**config.mk**
```make
export PLATFORM = sky130hd
export DESIGN_NAME = dm_responder
export DESIGN_NICKNAME = d
export VERILOG_FILES = /design/src/rtl/dm_responder.sv
export SDC_FILE = /design/constraint.sdc
export NUM_CORES = 2
export LEC_CHECK = 0
export ABC_AREA = 0
export CORE_MARGIN = 3
export CORE_UTILIZATION = 60
export CTS_CLUSTER_DIAMETER = 50
export DETAILED_ROUTE_END_ITERATION = 6
export MAX_ROUTING_LAYER = met4
export PLACE_DENSITY = 0.76
export REMOVE_ABC_BUFFERS = 1
export SYNTH_ARGS = -nofsm -noshare
export SYNTH_HDL_FRONTEND = slang
export SYNTH_SLANG_ARGS = --single-unit
```
**constraint.sdc**
```tcl
create_clock -name clk -period 6.35 [get_ports clk]
set_input_delay 0.635 -clock clk [delete_from_list [all_inputs] [get_ports clk]]
set_output_delay 0.635 -clock clk [all_outputs]
set_load 0.05 [all_outputs]
```
**src/rtl/dm_responder.sv**
```systemverilog
// dm_responder: single-port word-array data memory with sub-word
// loads/stores, alignment/range checks and a four-state access FSM.
module dm_responder #(
    parameter int ADDR_W = 7
) (
    input  logic        clk,
    input  logic        rstn,
    input  logic        req,
    input  logic        we,
    input  logic [31:0] addr,
    input  logic [31:0] wdata,
    input  logic [2:0]  dm_ctrl,
    output logic [31:0] rdata,
    output logic        ready,
    output logic        err
);
    typedef enum logic [1:0] {IDLE, RD, WR, RESP} state_t;

    localparam int DEPTH = 1 << ADDR_W;

    state_t            state_q, state_d;
    logic              we_q, we_d;
    logic [ADDR_W-1:0] idx_q, idx_d;
    logic [1:0]        off_q, off_d;
    logic [31:0]       wdata_q, wdata_d;
    logic [2:0]        ctrl_q, ctrl_d;
    logic [31:0]       word_q, word_d;
    logic [31:0]       rdata_q, rdata_d;
    logic              ready_q, ready_d;
    logic              err_q, err_d;

    logic [31:0]       mem [DEPTH];
    logic              mem_we;
    logic [31:0]       mem_wdata;
    logic [31:0]       mem_rdata;
    logic              bad;

    function automatic logic [31:0] extend(input logic [31:0] w,
                                           input logic [2:0]  c,
                                           input logic [1:0]  o);
        logic [15:0] h;
        logic [7:0]  b;
        logic [31:0] r;
        h = o[1] ? w[31:16] : w[15:0];
        case (o)
            2'd0:    b = w[7:0];
            2'd1:    b = w[15:8];
            2'd2:    b = w[23:16];
            default: b = w[31:24];
        endcase
        case (c)
            3'd1:    r = {{16{h[15]}}, h};
            3'd2:    r = {16'h0, h};
            3'd3:    r = {{24{b[7]}}, b};
            3'd4:    r = {24'h0, b};
            default: r = w;
        endcase
        return r;
    endfunction

    function automatic logic [31:0] merge(input logic [31:0] w,
                                          input logic [31:0] d,
                                          input logic [2:0]  c,
                                          input logic [1:0]  o);
        logic [31:0] r;
        r = w;
        if (c == 3'd1 || c == 3'd2) begin
            if (o[1]) r[31:16] = d[15:0];
            else      r[15:0]  = d[15:0];
        end else begin
            case (o)
                2'd0:    r[7:0]   = d[7:0];
                2'd1:    r[15:8]  = d[7:0];
                2'd2:    r[23:16] = d[7:0];
                default: r[31:24] = d[7:0];
            endcase
        end
        return r;
    endfunction

    assign mem_rdata = mem[idx_q];

    // Reject illegal size codes, misaligned and out-of-range addresses.
    always_comb begin
        bad = 1'b0;
        case (dm_ctrl)
            3'd0:       bad = (addr[1:0] != 2'b00);
            3'd1, 3'd2: bad = addr[0];
            3'd3, 3'd4: bad = 1'b0;
            default:    bad = 1'b1;
        endcase
        if (|addr[31:ADDR_W+2]) bad = 1'b1;
    end

    // Next-state, request latching and response generation.
    always_comb begin
        state_d   = state_q;
        we_d      = we_q;
        idx_d     = idx_q;
        off_d     = off_q;
        wdata_d   = wdata_q;
        ctrl_d    = ctrl_q;
        word_d    = word_q;
        rdata_d   = rdata_q;
        ready_d   = 1'b0;
        err_d     = 1'b0;
        mem_we    = 1'b0;
        mem_wdata = 32'h0;
        unique case (state_q)
            IDLE: begin
                if (req) begin
                    we_d    = we;
                    idx_d   = addr[ADDR_W+1:2];
                    off_d   = addr[1:0];
                    wdata_d = wdata;
                    ctrl_d  = dm_ctrl;
                    if (bad) begin
                        state_d = RESP;
                        ready_d = 1'b1;
                        err_d   = 1'b1;
                        rdata_d = 32'h0;
                    end else if (we && dm_ctrl == 3'd0) begin
                        state_d = WR;
                    end else begin
                        state_d = RD;
                    end
                end
            end
            RD: begin
                if (we_q) begin
                    word_d  = mem_rdata;
                    state_d = WR;
                end else begin
                    rdata_d = extend(mem_rdata, ctrl_q, off_q);
                    ready_d = 1'b1;
                    state_d = RESP;
                end
            end
            WR: begin
                mem_we    = 1'b1;
                mem_wdata = (ctrl_q == 3'd0) ? wdata_q
                          : merge(word_q, wdata_q, ctrl_q, off_q);
                rdata_d   = 32'h0;
                ready_d   = 1'b1;
                state_d   = RESP;
            end
            RESP: begin
                state_d = IDLE;
            end
            default: state_d = IDLE;
        endcase
    end

    // Control and datapath registers, synchronously cleared.
    always_ff @(posedge clk) begin
        if (!rstn) begin
            state_q <= IDLE;
            we_q    <= 1'b0;
            idx_q   <= '0;
            off_q   <= 2'b00;
            wdata_q <= 32'h0;
            ctrl_q  <= 3'd0;
            word_q  <= 32'h0;
            rdata_q <= 32'h0;
            ready_q <= 1'b0;
            err_q   <= 1'b0;
        end else begin
            state_q <= state_d;
            we_q    <= we_d;
            idx_q   <= idx_d;
            off_q   <= off_d;
            wdata_q <= wdata_d;
            ctrl_q  <= ctrl_d;
            word_q  <= word_d;
            rdata_q <= rdata_d;
            ready_q <= ready_d;
            err_q   <= err_d;
        end
    end

    // Array write; reset blocks it, contents are never cleared.
    always_ff @(posedge clk) begin
        if (rstn && mem_we) mem[idx_q] <= mem_wdata;
    end

    assign rdata = rdata_q;
    assign ready = ready_q;
    assign err   = err_q;
endmodule

```
==> run summary <==
first-pass GRT wire length - 658 mm
total power - 68300 µW
Via density - 7.27
Post-DP Area - 169000 µm²
WP data required - 6.95 ns
final hold vios - 0
count of state elements after synthesis - 4216
cell row count - 190
XOR/XNOR share of the synthesized area - 0%
fin crit share - 79.6%
core box area - 268000 µm²
leakage - 0.0576 µW
DRC Markers - 3
Main synth FF type - edfxtp_1
Max Fanout on Critical Path - 34
die height - 526 µm
YS warnings - 0
worst rel slew slack - -1.06%
Avg Synthesized Cell Area - 23.6 µm²
register area share after synthesis - 77.3%
worst-skew pair later-pin latency - 0.99 ns
clk root buf - clkbuf_16
CTS sink cnt - 4216
Final Max Slew Viols - 9
total number of vias - 81800
failing checks - design-rule violations, max-capacitance violations, max-slew violations
count leader, synth - edfxtp_1
fill cell count - 15200
Post-CTS Setup Inserts - 0
CP Capture Type - register
EDFF count, synth - 4096
vias in the first global route - 82400
flop2flop setup slack - 1.30 ns
synth top area cells - edfxtp_1 76%, mux4_2 18%, dfxtp_1 1.5%, mux2i_1 0.59%, nand2_1 0.50%
main combinational cell family by area after synthesis - multiplexers
Compound-Gate Fraction of Synth Area - 1.46%
IO Port Bufs - 104
Final Cell Area - 184000 µm²
Overflow after GRT - 0
Layout Area Growth over Synthesis - 13.2%
Max Clk Rate - 198 MHz
full die area - 277000 µm²
initial antenna violation count - 30
top cells by count, synth - 4096 x edfxtp_1, 1275 x mux4_2, 217 x nand2_1, 184 x clkbuf_1, 174 x nor2_1
Final nets - 7379
Min-Delay Path Class - input port to register
starting density of the core - 60.4%
Clock H-tree levels - 5
min-delay src - rstn
first drt pass iteration count - 7
simple logic cell fraction of the synthesized area - 1.46%
post-synthesis cell area - 162000 µm²
Die Width - 526 µm
Least-Margin Pin Slew - 1.50 ns
CTS resizes - 0
TritonCTS buffer count - 421
clock-pin transition on the worst setup and hold timing paths - 0.06 ns
MaxCap Viol Count - 1
Critical R2R Launch - state_q[0]
share of post-route cells with drive strength above 1 - 31.4%
post-DP HPWL - 251 mm
clock buffer depth - 4
Cells after Synth - 6871
gr usage total - 35.5%
Yosys top cell area share - 75.8%
Final TNS setup - 0 ns
async set or reset register ratio after synthesis - 0%
crit path DAT - 5.65 ns
Placer Congestion - 0.976
area leader, netlist - edfxtp_1
status - finished, violations left
DRT Wirelength - 471 mm
io pins - 105
RSZ-0062 raised after global routing - no
initial drt markers - 13700
nature of the critical path startpoint - register
Adder-Cell Fraction of Synth Area - 0.0463%
critical path class - register to register
antenna viol nets, final - 0
Pwr per Cell Area - 372 nW/µm²
multiplexer share of the synthesized area - 18.4%
wire length per cell - 41.9 µm
# setup viols final - 0
crit path from - state_q[0]
Yosys cell types - 65
largest net degree at the start of global routing - 135
Post-CTS Hold Fix Bufs - 0
Max VDD drop - 0.407 mV
Max Clock Skew - 0.0737 ns
CTS tree - built
Final min period - 5.05 ns
==> flip-flops by register name, indices dropped and copies added (netlist names), named ones only <==
register / count
idx_q: 7
mem: 4096
state_q: 2
ctrl_q: 3
off_q: 2
wdata_q: 32
word_q: 32
rdata: 32
ready: 1
we_q: 1
err: 1
==> area by class of cell <==
class	instances	area [µm²]	area share, %
clock buffers	504	11000	5.97
clock inverters	280	3280	1.79
repair buffers	389	3480	1.89
diodes	27	67.6	0.0368
flip-flops and latches	4216	125000	68.3
well taps	3552	4440	2.42
multi-input cells	2263	36000	19.6
inverters	11	50.0	0.0272
==> critical path, stage by stage (launching register included) <==
cell and delay, ns:
dfxtp_1 0.37, inv_1 0.15, ha_2 0.19, buf_4 0.45, and2_1 0.59, nand3_2 1.05, nor2_4 1.21, buf_4 0.55
==> stage by stage <==
| step | hold slack, ns | std cells | worst slack [ns] | util (%) |
|---|---|---|---|---|
| floorplan | 0.443 | 6490 | -40.58 | - |
| global placement | 0.461 | 10400 | 1.49 | 63.1 |
| detailed placement | 0.470 | 10400 | 1.53 | 63.1 |
| CTS | 0.0383 | 11200 | 1.45 | 68.4 |
| global route | 0.0696 | 11200 | 1.12 | 68.4 |
| finish | 0.0839 | 11200 | 1.30 | 68.4 |
==> cells by family (layout without fill, tap and decap cells) <==
kind of cell             Yosys count  in the layout
adder cells (fa/ha/maj)            6              6
AO/OA/AOI/OAI                    326            326
AND/OR/NAND/NOR                  540            540
buffers and inverters            392           1184
other                              0             27
flip-flops                      4216           4216
multiplexers                    1391           1391
==> path summary, 6_finish.rpt <==
check / to / cells after the start
max: mem[33][5] / 7
min reg2reg: wdata_q[18] / 2
max reg2reg: mem[33][5] / 7
min: state_q[0] / 2
==> cell usage in the layout (no fill, tap or decap), drive strengths merged, types with 6 or more instances in the layout <==
cell type      count
or3                6
buf              286
clkbuf           504
a221oi            11
clkinvlp          16
o211a             39
clkdlybuf4s50    103
o21ai             45
diode             27
nor2b             33
o211ai             7
nand2b            20
and2               7
nor4               8
o22ai             45
a21oi             34
a31oi              9
a21boi            49
mux2              21
a211o              8
bufinv            52
nand2            217
dfxtp            120
clkinv           183
a22oi             28
mux2i             95
a22o              17
ha                 6
nor3              11
nor2             174
edfxtp          4096
inv               40
nand3             39
mux4            1275
==> routing by layer <==
metal  track usage, %  part of all wire, %  up-vias
met4             20.1                  7.2        0
met1             45.3                   33    43100
met3             8.51                   13     1386
met2             53.1                   47     6913
li1                 -                    -    30400
met5                -                    0        -
==> where the power goes <==
group / switching (µW) / total, µW / internal (µW)
combinational: 6710 / 10400 / 3710
sequential: 351 / 32200 / 31900
clock: 11000 / 25600 / 14600
total: 18100 / 68300 / 50200
(Power assumes the default switching activity.)
